[config.mk]
export PLATFORM = sky130hd
export DESIGN_NAME = evm_ballot_unit
export DESIGN_NICKNAME = d
export VERILOG_FILES = /design/src/rtl/evm_pkg.sv /design/src/rtl/evm_btn_sync.sv /design/src/rtl/evm_ballot_unit.sv
export SDC_FILE = /design/constraint.sdc
export NUM_CORES = 1
export LEC_CHECK = 0
export CAP_MARGIN = 0
export CORE_UTILIZATION = 55
export DETAILED_ROUTE_END_ITERATION = 16
export PLACE_DENSITY = 0.78
export SYNTH_ARGS = -nofsm -noshare
export SYNTH_HDL_FRONTEND = slang
export SYNTH_SLANG_ARGS = --single-unit
[constraint.sdc]
create_clock -name clk -period 1.78 [get_ports clk]
set_clock_uncertainty 0.1 [all_clocks]
set_input_delay 0.356 -clock clk [delete_from_list [all_inputs] [get_ports clk]]
set_output_delay 0.356 -clock clk [all_outputs]
set_load 0.05 [all_outputs]
[src/rtl/evm_pkg.sv]
// Shared types for the EVM ballot path: candidate codes, ballot FSM states
// and small helpers for decoding the four-button bus (bit 0 = BJP .. bit 3 = INC).
package evm_pkg;

  typedef enum logic [1:0] {
    CAND_BJP = 2'd0,
    CAND_JDU = 2'd1,
    CAND_RJD = 2'd2,
    CAND_INC = 2'd3
  } candidate_e;

  typedef enum logic [2:0] {
    ST_IDLE     = 3'd0,
    ST_ARMED    = 3'd1,
    ST_DEBOUNCE = 3'd2,
    ST_SEND     = 3'd3,
    ST_CONFIRM  = 3'd4,
    ST_RELEASE  = 3'd5
  } ballot_state_e;

  localparam int unsigned NUM_BUTTONS = 4;
  localparam int unsigned CNT_W       = 8;

  function automatic logic [NUM_BUTTONS-1:0] cand_mask(input candidate_e c);
    return 4'b0001 << c;
  endfunction

  function automatic logic is_single(input logic [NUM_BUTTONS-1:0] b);
    return (b != 4'b0000) && ((b & (b - 4'd1)) == 4'b0000);
  endfunction

  function automatic candidate_e cand_encode(input logic [NUM_BUTTONS-1:0] b);
    candidate_e c;
    case (b)
      4'b0010: c = CAND_JDU;
      4'b0100: c = CAND_RJD;
      4'b1000: c = CAND_INC;
      default: c = CAND_BJP;
    endcase
    return c;
  endfunction

endpackage

[src/rtl/evm_btn_sync.sv]
// Two-flop synchronizer for a bus of independent asynchronous button inputs.
module evm_btn_sync #(
  parameter int unsigned WIDTH = 4
) (
  input  logic             clk,
  input  logic             rst_n,
  input  logic [WIDTH-1:0] d,
  output logic [WIDTH-1:0] q
);

  logic [WIDTH-1:0] meta_q;
  logic [WIDTH-1:0] sync_q;

  always_ff @(posedge clk or negedge rst_n) begin
    if (!rst_n) begin
      meta_q <= '0;
      sync_q <= '0;
    end else begin
      meta_q <= d;
      sync_q <= meta_q;
    end
  end

  assign q = sync_q;

endmodule

[src/rtl/evm_ballot_unit.sv]
// Ballot unit: one authorised, debounced single-candidate vote per ballot_issue,
// handed to the tally over valid/ready, then lamp confirmation and release wait.
module evm_ballot_unit
  import evm_pkg::*;
#(
  parameter int unsigned DEBOUNCE_CYCLES = 4,
  parameter int unsigned CONFIRM_CYCLES  = 8
) (
  input  logic       clk,
  input  logic       rst,
  input  logic       ballot_issue,
  input  logic       button_bjp,
  input  logic       button_jdu,
  input  logic       button_rjd,
  input  logic       button_inc,
  output logic       vote_valid,
  output logic [1:0] vote_code,
  input  logic       vote_ready,
  output logic       ready_led,
  output logic       led_bjp,
  output logic       led_jdu,
  output logic       led_rjd,
  output logic       led_inc,
  output logic       multi_err
);

  localparam logic [CNT_W-1:0] DEB_LIMIT  = CNT_W'(DEBOUNCE_CYCLES);
  localparam logic [CNT_W-1:0] CONF_LIMIT = CNT_W'(CONFIRM_CYCLES);

  logic [NUM_BUTTONS-1:0] btn_raw;
  logic [NUM_BUTTONS-1:0] btn_sync;

  ballot_state_e          state_q, state_d;
  logic [CNT_W-1:0]       cnt_q, cnt_d;
  candidate_e             code_q, code_d;
  logic                   vote_valid_q, vote_valid_d;
  candidate_e             vote_code_q, vote_code_d;
  logic                   ready_led_q, ready_led_d;
  logic [NUM_BUTTONS-1:0] led_q, led_d;
  logic                   multi_err_q, multi_err_d;

  logic                   single_press;
  logic                   multi_press;

  assign btn_raw = {button_inc, button_rjd, button_jdu, button_bjp};

  evm_btn_sync #(
    .WIDTH(NUM_BUTTONS)
  ) u_btn_sync (
    .clk  (clk),
    .rst_n(rst),
    .d    (btn_raw),
    .q    (btn_sync)
  );

  assign single_press = is_single(btn_sync);
  assign multi_press  = (btn_sync != '0) && !single_press;

  always_ff @(posedge clk or negedge rst) begin
    if (!rst) begin
      state_q      <= ST_IDLE;
      cnt_q        <= '0;
      code_q       <= CAND_BJP;
      vote_valid_q <= 1'b0;
      vote_code_q  <= CAND_BJP;
      ready_led_q  <= 1'b0;
      led_q        <= '0;
      multi_err_q  <= 1'b0;
    end else begin
      state_q      <= state_d;
      cnt_q        <= cnt_d;
      code_q       <= code_d;
      vote_valid_q <= vote_valid_d;
      vote_code_q  <= vote_code_d;
      ready_led_q  <= ready_led_d;
      led_q        <= led_d;
      multi_err_q  <= multi_err_d;
    end
  end

  // Outputs are derived from the next state so every output leaves a flop.
  always_comb begin
    state_d     = state_q;
    cnt_d       = cnt_q;
    code_d      = code_q;
    multi_err_d = 1'b0;

    case (state_q)
      ST_IDLE: begin
        cnt_d = '0;
        if (ballot_issue) state_d = ST_ARMED;
      end
      ST_ARMED: begin
        if (single_press) begin
          state_d = ST_DEBOUNCE;
          code_d  = cand_encode(btn_sync);
          cnt_d   = 8'd1;
        end else if (multi_press) begin
          multi_err_d = 1'b1;
        end
      end
      ST_DEBOUNCE: begin
        if (btn_sync == cand_mask(code_q)) begin
          if (cnt_q >= DEB_LIMIT) begin
            state_d = ST_SEND;
            cnt_d   = '0;
          end else begin
            cnt_d = cnt_q + 8'd1;
          end
        end else begin
          state_d     = ST_ARMED;
          cnt_d       = '0;
          multi_err_d = multi_press;
        end
      end
      ST_SEND: begin
        if (vote_ready) begin
          state_d = ST_CONFIRM;
          cnt_d   = 8'd1;
        end
      end
      ST_CONFIRM: begin
        if (cnt_q >= CONF_LIMIT) begin
          state_d = ST_RELEASE;
          cnt_d   = '0;
        end else begin
          cnt_d = cnt_q + 8'd1;
        end
      end
      ST_RELEASE: begin
        if (btn_sync == '0) state_d = ST_IDLE;
      end
      default: begin
        state_d = ST_IDLE;
        cnt_d   = '0;
      end
    endcase

    vote_valid_d = (state_d == ST_SEND);
    vote_code_d  = (state_d == ST_SEND) ? code_d : CAND_BJP;
    ready_led_d  = (state_d == ST_ARMED);
    led_d        = (state_d == ST_CONFIRM) ? cand_mask(code_d) : '0;
  end

  assign vote_valid = vote_valid_q;
  assign vote_code  = vote_code_q;
  assign ready_led  = ready_led_q;
  assign led_bjp    = led_q[0];
  assign led_jdu    = led_q[1];
  assign led_rjd    = led_q[2];
  assign led_inc    = led_q[3];
  assign multi_err  = multi_err_q;

endmodule

==> impl_summary.txt, run 1 <==
----------------------------------------------------
[Placement]
  Final weighted congestion in routability-driven placement ... 0.7775
  Instance area at placement ... 1759 µm²
  Placed wire-length estimate ... 2162 µm
  Buffers on Ports ... 16

[Setup path]
  Critical path cell sequence ... nor4b_2 -> a211oi_2 -> o32ai_2 -> a21oi_4 -> buf_12 -> nor3b_2
  Maximum fanout along the worst path ... 8
  Sort of element at the start of the critical path ... register
  Top Family by Delay on Critical Path ... flip-flops
  Crit end category ... register
  Data required time at the worst endpoint ... 1.94 ns
  Type of the worst setup path ... register to register
  Signal arrival time at the worst endpoint ... 1.92 ns
  Count of buffer and inverter cells on the critical path ... 1
  Critical Path Slowest Stage Cell ... sky130_fd_sc_hd__dfrtp_2
  Delay of the slowest critical-path stage ... 0.49 ns

[Power and ir drop]
  Overall power of the completed layout ... 2559 µW
  LEAKAGE ... 0.0008569 µW
  Worst IR Drop VDD ... 0.001184 V
  Sequential Power Share ... 35.4%
  Switching power ... 1061 µW
  Internal ... 1498 µW
  Pwr/cell area ... 1317 nW/µm²
  Share of power burned in the clock network ... 16.8%
  Fraction of power spent switching nets ... 41.45%
  Combinational cell fraction of total power ... 47.8%

[Synthesis]
  Average cell area after synthesis ... 11.75 µm²
  Top flip-flop cell by instance count after synthesis ... sky130_fd_sc_hd__dfrtp_1
  Synth Net Count ... 143
  Number of different library cells in the post-synthesis netlist ... 48
  EDFF count, synth ... 0
  Async SR Flop Fraction ... 100.0%
  Cell area after synthesis ... 1563 µm²
  Instance count of the mapped netlist ... 133
  Flop and latch count out of synthesis ... 30
  Synthesis warning total ... 0
  Area share of the largest cell type after synthesis ... 48.04%
  Cell accounting for the most synthesized area ... sky130_fd_sc_hd__dfrtp_1
  Largest cells by area after synthesis ... sky130_fd_sc_hd__dfrtp_1 48%, sky130_fd_sc_hd__nor3b_2 3.2%, sky130_fd_sc_hd__buf_6 2.9%
  Share of synthesized area occupied by flip-flops and latches ... 48.04%
  Dominant cell by count in the synthesized netlist ... sky130_fd_sc_hd__dfrtp_1
  Most instantiated cells after synthesis ... 30 x sky130_fd_sc_hd__dfrtp_1, 12 x sky130_fd_sc_hd__nor2_1, 8 x sky130_fd_sc_hd__nand2_1

[CTS]
  Clock transition at the registers of the reported paths ... 0.10 ns
  Post-cts hold buffer count ... 0
  CTS sink cnt ... 30
  Buffer type at the clock tree root ... sky130_fd_sc_hd__clkbuf_4
  Clock latency on the worst-skew pair ... 0.34 ns
  Num CTS Buffers ... 5
  TritonCTS clock tree ... done
  CTS HTree Levels ... 2
  CTS max path bufs ... 2

[Floorplan]
  Count of boundary I/O pins ... 17
  Die height ... 55.31 µm
  Num rows ... 18
  Horizontal die dimension ... 55.31 µm
  Area of the core ... 2590 µm²
  Initial Utilization ... 60.34%
  Die Area ... 3059 µm²

[GRT]
  Number of global-route vias before repair ... 1161
  Global-route wire length before repair ... 5368 µm
  Aggregate global-route resource usage ... 23.41%
  Largest net degree at the start of global routing ... 31
  Leftover overflow at the end of global routing ... 0
  Number of antenna violations at the first check in global routing ... 0

[Timing]
  Tmin final ... 1.758 ns
  Final hold slack ... 0.2567 ns
  Worst-margin pin slew ... 0.4342 ns
  Slew HR ... 70.88%
  RSZ-0062 raised after global routing ... true
  Timing-limited maximum frequency ... 568.9 MHz
  Hold violation total from the final report ... 0
  Count of final setup violators ... 0
  Max-slew violation count ... 0
  Share of the clock period used by the worst path after layout ... 98.75%

[Routing]
  Starting DRT DRC Count ... 41
  Via density per instance ... 5.985
  Length of the first detailed-routing pass in iterations ... 4
  Remaining design rule violation count ... 0
  Number of nets still failing antenna checks after routing ... 0
  Average wire length per cell after detail routing ... 16.35 µm
  Top Metal Used ... met4
  Total via count after detailed routing ... 1179
  Detailed-routing wirelength on met1 ... 1465 µm
  Routed wl met2 ... 1539 µm
  Final routed wirelength across all metal layers ... 3221 µm
  Wire length on met3 ... 156 µm

[Hold path]
  Class of the tightest hold or removal check ... register to register

[Final layout]
  Layout overhead on the synthesized area ... 24.34%
  NumNets Final ... 176
  Final instance area ... 1943 µm²
  Number of antenna diodes ... 0
  Ratio of cells with drive above 1 in the final layout ... 41.32%

[Run status]
  Run status ... finished, final reports clean

[Flow run]
  # Max-Cap Violations ... 0

----------------------------------------------------
-- flip-flops by register name, summed over array words and instances, names as in the netlist --
register and flops:
u_btn_sync.meta_q 4, cnt_q 8, vote_valid 1, multi_err 1, u_btn_sync.q 4, state_q 3
vote_code 2, code_q 2, ready_led 1, led_q 4
-- final timing paths --
path | cells after the start | from | slack (ns) | endpoint
max in group asynchronous | 2 | rst | 1.00 | u_btn_sync.q[3]$_DFF_PN0_
min reg2reg | 0 | u_btn_sync.meta_q[0]$_DFF_PN0_ | 0.26 | u_btn_sync.q[0]$_DFF_PN0_
max reg2reg | 6 | u_btn_sync.q[0]$_DFF_PN0_ | 0.02 | vote_code[1]$_DFF_PN0_
min | 0 | u_btn_sync.meta_q[0]$_DFF_PN0_ | 0.26 | u_btn_sync.q[0]$_DFF_PN0_
min in group asynchronous | 2 | rst | 0.28 | u_btn_sync.q[0]$_DFF_PN0_
max | 6 | u_btn_sync.q[0]$_DFF_PN0_ | 0.02 | vote_code[1]$_DFF_PN0_
-- per-layer routing --
layer	track usage (%)	vias up
li1	-	552
met1	28.97	583
met2	37.18	38
met3	7.494	6
met4	11.07	0
met5	0	-
-- layout make-up --
cell class | instances | area, µm²
Clock buffer | 6 | 51.30
Clock inverter | 2 | 12.51
Fill cell | 144 | 646.9
Inverter | 4 | 15.01
Multi-Input combinational cell | 92 | 788.3
Sequential cell | 30 | 757.0
Tap cell | 30 | 37.54
Timing Repair Buffer | 33 | 281.5
-- repair_timing --
| action | in CTS | in global routing |
|---|---|---|
| gates resized for setup | 5 | 13 |
| endpoints found under the hold margin | 0 | 0 |
| buffers inserted | 0 | 6 |
| pin swaps | 2 | 4 |
| gates cloned | 0 | 0 |
| endpoints found under the setup margin | 8 | 13 |
-- metrics by stage --
| step | cells | setup slack, ns | utilization [%] | TNS (ns) |
|---|---|---|---|---|
| 2_1_floorplan | 133 | 0.1306 | - | 0 |
| 3_3_place_gp | 183 | 0.005773 | 67.92 | 0 |
| 3_5_place_dp | 183 | -0.06817 | 67.92 | -0.2549 |
| 4_1_cts | 191 | 0.003472 | 70.92 | 0 |
| 5_1_grt | 197 | -0.05494 | 75.02 | -0.2909 |
| 6_report | 197 | 0.02223 | 75.02 | 0 |
-- cell usage in the layout, fill, tap and decap left out, types with 2 or more instances in the layout --
cell type,count
sky130_fd_sc_hd__nor3b_1,3
sky130_fd_sc_hd__ha_1,2
sky130_fd_sc_hd__buf_4,24
sky130_fd_sc_hd__a211oi_1,2
sky130_fd_sc_hd__nor3_1,2
sky130_fd_sc_hd__clkbuf_4,5
sky130_fd_sc_hd__a21oi_1,2
sky130_fd_sc_hd__nand2_1,7
sky130_fd_sc_hd__nand2b_1,7
sky130_fd_sc_hd__and3b_1,2
sky130_fd_sc_hd__nor3_4,2
sky130_fd_sc_hd__inv_1,3
sky130_fd_sc_hd__and2_1,4
sky130_fd_sc_hd__nor4b_4,2
sky130_fd_sc_hd__nor2_1,11
sky130_fd_sc_hd__o311a_4,2
sky130_fd_sc_hd__nor3b_2,6
sky130_fd_sc_hd__nor3_2,3
sky130_fd_sc_hd__a32o_1,2
sky130_fd_sc_hd__clkdlybuf4s50_1,7
sky130_fd_sc_hd__dfrtp_2,5
sky130_fd_sc_hd__a211oi_2,2
sky130_fd_sc_hd__a311oi_1,2
sky130_fd_sc_hd__o22ai_1,2
sky130_fd_sc_hd__dfrtp_1,25
sky130_fd_sc_hd__o21ai_2,2
-- power by group through the flow --
| stage | clock network (µW) | registers (µW) | logic (µW) |
|---|---|---|---|
| 2_1_floorplan | 0 | 1030 | 713 |
| 3_3_place_gp | 0 | 896 | 1080 |
| 3_5_place_dp | 0 | 903 | 1120 |
| 4_1_cts | 443 | 899 | 1130 |
| 5_1_grt | 476 | 920 | 1320 |
| 6_report | 430 | 907 | 1220 |
-- cell families (layout without fill, tap and decap cells) --
kind of cell,count (synthesis),count (layout),share of synthesized area (%)
DFF,30,30,48.04
xor gates and xnor gates,2,2,1.121
buffers and inverters,11,45,4.883
and+or+nand+nor,59,59,26.74
adders and majority gates,3,3,2.242
AOI/OAI and AO/OA,28,28,16.97
Power figures use the tool's default switching activity.
==> inputs of run 2 (changes only) <==
--- a/config.mk
+++ b/config.mk
@@ -8,7 +8,7 @@
 export CAP_MARGIN = 0
 export CORE_UTILIZATION = 55
 export DETAILED_ROUTE_END_ITERATION = 16
-export PLACE_DENSITY = 0.78
+export PLACE_DENSITY = 0.83
 export SYNTH_ARGS = -nofsm -noshare
 export SYNTH_HDL_FRONTEND = slang
 export SYNTH_SLANG_ARGS = --single-unit
==> run 2 against run 1 <==
Net effect:
- the flow now finishes with violations (setup timing)
- sequential power up 0.6%
- fmax down 3.8%
- setup slack worse by 0.070 ns
==> impl_summary.txt, run 2 (synthesized netlist as in run 1, its figures left out) <==
----------------------------------------------------
[Power and ir drop]
  Worst IR Drop VDD ... 0.001290 V (+8.9%)
  Overall power of the completed layout ... 2567 µW (+0.29%)
  Pwr/cell area ... 1302 nW/µm² (-1.1%)
  LEAKAGE ... 0.0008717 µW (+1.7%)

[Routing]
  Average wire length per cell after detail routing ... 16.61 µm (+1.6%)
  Routed wl met2 ... 1582 µm (+2.8%)
  Starting DRT DRC Count ... 34 (-17%)
  Total via count after detailed routing ... 1166 (-1.1%)
  Detailed-routing wirelength on met1 ... 1494 µm (+2.0%)
  Wire length on met3 ... 172 µm (+10%)
  Top Metal Used ... met4
  Number of nets still failing antenna checks after routing ... 0 (unchanged)
  Final routed wirelength across all metal layers ... 3288 µm (+2.1%)
  Length of the first detailed-routing pass in iterations ... 4 (unchanged)
  Via density per instance ... 5.889 (-1.6%)
  Remaining design rule violation count ... 0 (unchanged)

[CTS]
  Clock latency on the worst-skew pair ... 0.34 ns (about the same)
  CTS max path bufs ... 2 (unchanged)
  TritonCTS clock tree ... done
  CTS sink cnt ... 30 (unchanged)
  Buffer type at the clock tree root ... sky130_fd_sc_hd__clkbuf_4
  Clock transition at the registers of the reported paths ... 0.09 ns (about the same)
  CTS HTree Levels ... 2 (unchanged)
  Num CTS Buffers ... 5 (unchanged)
  Post-cts hold buffer count ... 0 (unchanged)

[Final layout]
  Ratio of cells with drive above 1 in the final layout ... 41.67% (+0.35 points)
  Most common library cell in the layout ignoring fill and taps ... sky130_fd_sc_hd__dfrtp_1
  NumNets Final ... 177 (+0.57%)
  Number of antenna diodes ... 0 (unchanged)
  Area of the multi-input gates ... 823.3 µm² (+4.4%)
  Flip-flop count of the largest register, all copies and words added ... 8 (unchanged)
  Fillers ... 157 (+9.0%)
  Commonest cells after routing, fill and taps aside ... 25 x sky130_fd_sc_hd__dfrtp_1, 24 x sky130_fd_sc_hd__buf_4, 11 x sky130_fd_sc_hd__nor2_1, 8 x sky130_fd_sc_hd__nand2_1
  Layout overhead on the synthesized area ... 26.10%
  Most flops, register ... cnt_q
  Area taken by flip-flops and latches ... 757.0 µm² (unchanged)

[Timing]
  Hold violation total from the final report ... 0 (unchanged)
  Timing-limited maximum frequency ... 547.1 MHz (-3.8%)
  Worst setup slack after layout ... -0.04791 ns (-0.07014 ns)
  Tmin final ... 1.828 ns (+0.07014 ns)
  Max-slew violation count ... 0 (unchanged)
  Setup tns final ... -0.1469 ns (-0.1469 ns)
  Share of the clock period used by the worst path after layout ... 102.7% (+3.9 points)
  Worst-margin pin slew ... 0.3941 ns (-0.04006 ns)
  Slew HR ... 73.57% (+2.7 points)
  Count of final setup violators ... 6 (+6)
  RSZ-0062 raised after global routing ... true

[Setup path]
  Signal arrival time at the worst endpoint ... 1.96 ns (+0.04 ns)
  Type of the worst setup path ... register to register
  R2R Setup Slk ... -0.05 ns (-0.07 ns)
  Capture point of the worst reg-to-reg path ... vote_code[1]$_DFF_PN0_
  Sort of element at the start of the critical path ... register
  Maximum fanout along the worst path ... 4 (-4)
  R2R depth ... 7 (+1)
  Data required time at the worst endpoint ... 1.91 ns (-0.03 ns)
  Crit Reg-Reg Startpoint ... u_btn_sync.q[2]$_DFF_PN0_
  Crit end category ... register

[Placement]
  Final weighted congestion in routability-driven placement ... 0.8027 (+3.2%)
  Placed wire-length estimate ... 2183 µm (+0.96%)
  Buffers on Ports ... 16 (unchanged)

[Run status]
  Run status ... finished with violations
  Violated checks ... setup timing

[GRT]
  Global-route wire length before repair ... 5278 µm (-1.7%)
  Number of antenna violations at the first check in global routing ... 0 (unchanged)
  Largest net degree at the start of global routing ... 31 (unchanged)
  Aggregate global-route resource usage ... 22.02% (-1.4 points)
  Leftover overflow at the end of global routing ... 0 (unchanged)
  Number of global-route vias before repair ... 1107 (-4.7%)

[Floorplan]
  Die Area ... 3059 µm² (unchanged)
  Die height ... 55.31 µm (unchanged)
  Area of the core ... 2590 µm² (unchanged)
  Initial Utilization ... 60.34% (unchanged)
  Horizontal die dimension ... 55.31 µm (unchanged)
  Num rows ... 18 (unchanged)
  Count of boundary I/O pins ... 17 (unchanged)

[Hold path]
  Beginning of the worst hold path ... u_btn_sync.meta_q[1]$_DFF_PN0_
  Worst hold stages ... 0 (unchanged)
  Hold Path End ... u_btn_sync.q[1]$_DFF_PN0_
  Class of the tightest hold or removal check ... register to register

[Flow run]
  # Max-Cap Violations ... 0 (unchanged)

----------------------------------------------------
-- run 2: repair_timing --
action,4_1_cts,5_1_grt
buffers inserted,0,6
setup endpoints to repair,12,15
pin swaps,1,4
gates resized for setup,8,17
-- run 2: critical path, cell delays in order, from the launching register on --
cell and delay, ns:
sky130_fd_sc_hd__dfrtp_2 0.44, sky130_fd_sc_hd__buf_2 0.16, sky130_fd_sc_hd__xor2_1 0.19, sky130_fd_sc_hd__a211oi_4 0.34, sky130_fd_sc_hd__o32ai_2 0.14, sky130_fd_sc_hd__a21oi_4 0.17, sky130_fd_sc_hd__buf_4 0.15, sky130_fd_sc_hd__nor3b_2 0.04
-- run 2: worst max path at each step --
stage,from,to,depth (start not counted)
after floorplan,u_btn_sync.q[2]$_DFF_PN0_,cnt_q[2]$_DFFE_PN0P_,6
final,u_btn_sync.q[2]$_DFF_PN0_,vote_code[1]$_DFF_PN0_,7
after detailed placement,u_btn_sync.q[2]$_DFF_PN0_,ready_led$_DFF_PN0_,5
after global routing,u_btn_sync.q[2]$_DFF_PN0_,vote_code[0]$_DFF_PN0_,7
after CTS,u_btn_sync.q[2]$_DFF_PN0_,cnt_q[2]$_DFFE_PN0P_,5
after global placement,u_btn_sync.q[2]$_DFF_PN0_,ready_led$_DFF_PN0_,5
-- run 2: per-layer routing --
layer	vias up	track usage, %
met5	-	0
met1	576	30.58
met3	6	5.855
met2	35	33.39
li1	549	-
met4	0	7.857
-- run 2: metrics by stage --
stage	hold WS (ns)	std cells	cell area, µm²	setup slack, ns	utilization [%]
after floorplan	-0.03959	133	1563	0.1306	-
after global placement	0.2352	184	1767	-0.02346	68.21
after detailed placement	0.2394	184	1767	-0.09401	68.21
after CTS	0.2621	192	1857	-0.01719	71.69
after global routing	0.2669	198	1971	-0.1269	76.09
final	0.2615	198	1971	-0.04791	76.09
-- run 2: power by group --
group / internal (µW) / switching [µW] / total [µW]
sequential: 797 / 115 / 912
combinational: 509 / 722 / 1230
clock: 191 / 233 / 424
total: 1500 / 1070 / 2570
-- run 2: cell type report --
type	instances	area share [%]
clock buffers	7	2.794
repair buffers	34	14.10
flip-flops and latches	30	38.41
clock inverters	1	0.2540
multi-input cells	92	41.78
inverters	4	0.7619
well taps	30	1.905
==> inputs of run 3 (changes only) <==
--- a/config.mk
+++ b/config.mk
@@ -6,6 +6,7 @@
 export NUM_CORES = 1
 export LEC_CHECK = 0
 export CAP_MARGIN = 0
+export CORE_MARGIN = 1.5
 export CORE_UTILIZATION = 55
 export DETAILED_ROUTE_END_ITERATION = 16
 export PLACE_DENSITY = 0.83
==> run 3 against run 2 <==
Net effect:
- count of clock-buffer cells in the layout fell by 2
- via count about the same
- setup slack improved by 0.020 ns
- hold slack lost 0.0035 ns
- cell area down 2.6%
- utilization fell by 5.9 points
- sequential share of layout area rose by 1.0 points
- sequential power about the same
- critical path depth unchanged
- sequential cell count stayed put
- non-clock buffer count decreased by 2
- critical path type unchanged
- total power down 0.88%
- the run still ends with setup timing left
==> impl_summary.txt, run 3 (synthesized netlist as in run 1, its figures left out) <==
----------------------------------------------------
[Run status]
  Run status ... finished with violations
  Violated checks ... setup timing

[Final layout]
  NumNets Final ... 175 (-1.1%)
  Fillers ... 165 (+5.1%)
  Layout overhead on the synthesized area ... 22.82%
  Layout Utilization ... 70.21% (-5.9 points)
  Most common library cell in the layout ignoring fill and taps ... sky130_fd_sc_hd__dfrtp_1
  Number of standard cells in the layout, taps in and fillers out ... 197 (-0.51%)
  Ratio of cells with drive above 1 in the final layout ... 41.57% (-0.10 points)
  Most flops, register ... cnt_q
  Flip-flop count of the largest register, all copies and words added ... 8 (unchanged)
  Number of antenna diodes ... 0 (unchanged)
  Area taken by flip-flops and latches ... 757.0 µm² (unchanged)
  Commonest cells after routing, fill and taps aside ... 25 x sky130_fd_sc_hd__dfrtp_1, 23 x sky130_fd_sc_hd__buf_4, 12 x sky130_fd_sc_hd__nor2_1, 7 x sky130_fd_sc_hd__nor3b_2, 7 x sky130_fd_sc_hd__clkdlybuf4s50_1
  Area of the multi-input gates ... 790.8 µm² (-4.0%)

[CTS]
  Num CTS Buffers ... 5 (unchanged)
  CTS HTree Levels ... 2 (unchanged)
  Clock transition at the registers of the reported paths ... 0.10 ns (about the same)
  Buffer type at the clock tree root ... sky130_fd_sc_hd__clkbuf_4
  TritonCTS clock tree ... done
  Clock latency on the worst-skew pair ... 0.34 ns (about the same)
  CTS sink cnt ... 30 (unchanged)
  CTS max path bufs ... 2 (unchanged)

[Floorplan]
  Num rows ... 19 (+1)
  Area of the core ... 2734 µm² (+5.6%)
  Die height ... 56.31 µm (+1.8%)
  Horizontal die dimension ... 56.31 µm (+1.8%)
  Die Area ... 3170 µm² (+3.6%)
  Count of boundary I/O pins ... 17 (unchanged)
  Initial Utilization ... 57.16% (-3.2 points)

[Hold path]
  Worst hold stages ... 0 (unchanged)
  Class of the tightest hold or removal check ... register to register
  Hold Path End ... u_btn_sync.q[3]$_DFF_PN0_
  Beginning of the worst hold path ... u_btn_sync.meta_q[3]$_DFF_PN0_

[Setup path]
  Capture point of the worst reg-to-reg path ... vote_code[1]$_DFF_PN0_
  R2R Setup Slk ... -0.03 ns (+0.02 ns)
  Maximum fanout along the worst path ... 6 (+2)
  Sort of element at the start of the critical path ... register
  Signal arrival time at the worst endpoint ... 1.97 ns (about the same)
  Crit end category ... register
  Data required time at the worst endpoint ... 1.94 ns (+0.03 ns)
  Type of the worst setup path ... register to register
  Crit Reg-Reg Startpoint ... u_btn_sync.q[3]$_DFF_PN0_
  R2R depth ... 7 (unchanged)

[Routing]
  Remaining design rule violation count ... 0 (unchanged)
  Via density per instance ... 5.924 (+0.59%)
  Total via count after detailed routing ... 1167 (+0.086%)
  Number of nets still failing antenna checks after routing ... 0 (unchanged)
  Length of the first detailed-routing pass in iterations ... 4 (unchanged)
  Starting DRT DRC Count ... 42 (+24%)
  Average wire length per cell after detail routing ... 15.82 µm (-4.8%)
  Final routed wirelength across all metal layers ... 3116 µm (-5.2%)

[Timing]
  Timing-limited maximum frequency ... 553.3 MHz (+1.1%)
  Worst setup slack after layout ... -0.02746 ns (+0.02046 ns)
  Count of final setup violators ... 2 (-4)
  Slew HR ... 70.48% (-3.1 points)
  Share of the clock period used by the worst path after layout ... 101.5% (-1.1 points)
  Setup tns final ... -0.04186 ns (+0.1050 ns)
  Tmin final ... 1.807 ns (-0.02046 ns)
  Worst-margin pin slew ... 0.4401 ns (+0.04599 ns)
  Max-slew violation count ... 0 (unchanged)
  RSZ-0062 raised after global routing ... true
  Hold violation total from the final report ... 0 (unchanged)

[GRT]
  Leftover overflow at the end of global routing ... 0 (unchanged)
  Global-route wire length before repair ... 5402 µm (+2.3%)
  Largest net degree at the start of global routing ... 31 (unchanged)
  Number of antenna violations at the first check in global routing ... 0 (unchanged)
  Aggregate global-route resource usage ... 22.23% (+0.21 points)
  Number of global-route vias before repair ... 1169 (+5.6%)

[Power and ir drop]
  LEAKAGE ... 0.0008452 µW (-3.0%)
  Worst IR Drop VDD ... 0.001099 V (-15%)
  Pwr/cell area ... 1325 nW/µm² (+1.8%)

[Placement]
  Final weighted congestion in routability-driven placement ... 0.9342 (+16%)
  Minimum setup slack after placement ... -0.05937 ns (+0.03464 ns)
  Cell count after placement ... 185 (+0.54%)
  Buffers on Ports ... 16 (unchanged)
  Placed wire-length estimate ... 2130 µm (-2.4%)

[Flow run]
  # Max-Cap Violations ... 0 (unchanged)

----------------------------------------------------
## run 3: stage by stage
stage               hold WS (ns)  cell area [µm²]  power [µW]
floorplan               -0.03959             1563        1744
global placement          0.2355             1768        1984
detailed placement        0.2347             1768        2027
CTS                       0.2588             1847        2456
global route              0.2683             1919        2695
finish                    0.2580             1919        2544
## run 3: cell type report
type | count | share of cell area, %
Timing Repair Buffer | 32 | 13.49
Clock inverter | 3 | 1.108
Sequential cell | 30 | 39.44
Clock buffer | 5 | 1.956
Tap cell | 31 | 2.021
Multi-Input combinational cell | 92 | 41.20
Inverter | 4 | 0.7823
## run 3: layer usage
metal	global-route usage [%]	wire [µm]
met1	29.69	1418
met3	4.839	156
met2	34.45	1488
met4	10.88	52
met5	0	0
## run 3: worst max-delay path by stage
stage                                  end  depth (start not counted)                 startpoint
finish              vote_code[1]$_DFF_PN0_                          7  u_btn_sync.q[3]$_DFF_PN0_
global route            led_q[2]$_DFF_PN0_                          5  u_btn_sync.q[3]$_DFF_PN0_
CTS                    ready_led$_DFF_PN0_                          5  u_btn_sync.q[1]$_DFF_PN0_
detailed placement    cnt_q[1]$_DFFE_PN0P_                          5  u_btn_sync.q[0]$_DFF_PN0_
global placement      cnt_q[1]$_DFFE_PN0P_                          5  u_btn_sync.q[0]$_DFF_PN0_
floorplan             cnt_q[2]$_DFFE_PN0P_                          6  u_btn_sync.q[2]$_DFF_PN0_
## run 3: what timing repair did
item,in CTS,in global routing
endpoints found under the hold margin,0,0
setup endpoints to repair,8,17
resized for setup,7,13
hold buffers,0,0
setup buffers,0,4
pin swaps,1,4
## run 3: where the power goes
part	switching, µW	total, µW	internal [µW]	leakage [µW]
registers	114	910	797	0.000385
clock network	252	405	153	0.0000312
logic	711	1230	517	0.000429
## run 3: worst max-delay path, cell delays in order, from the launching register on
cell and delay, ns:
sky130_fd_sc_hd__dfrtp_2 0.46, sky130_fd_sc_hd__buf_4 0.15, sky130_fd_sc_hd__nor4b_4 0.24, sky130_fd_sc_hd__a211oi_2 0.10, sky130_fd_sc_hd__o32ai_2 0.32, sky130_fd_sc_hd__a21oi_4 0.07, sky130_fd_sc_hd__buf_4 0.15, sky130_fd_sc_hd__nor3b_2 0.15
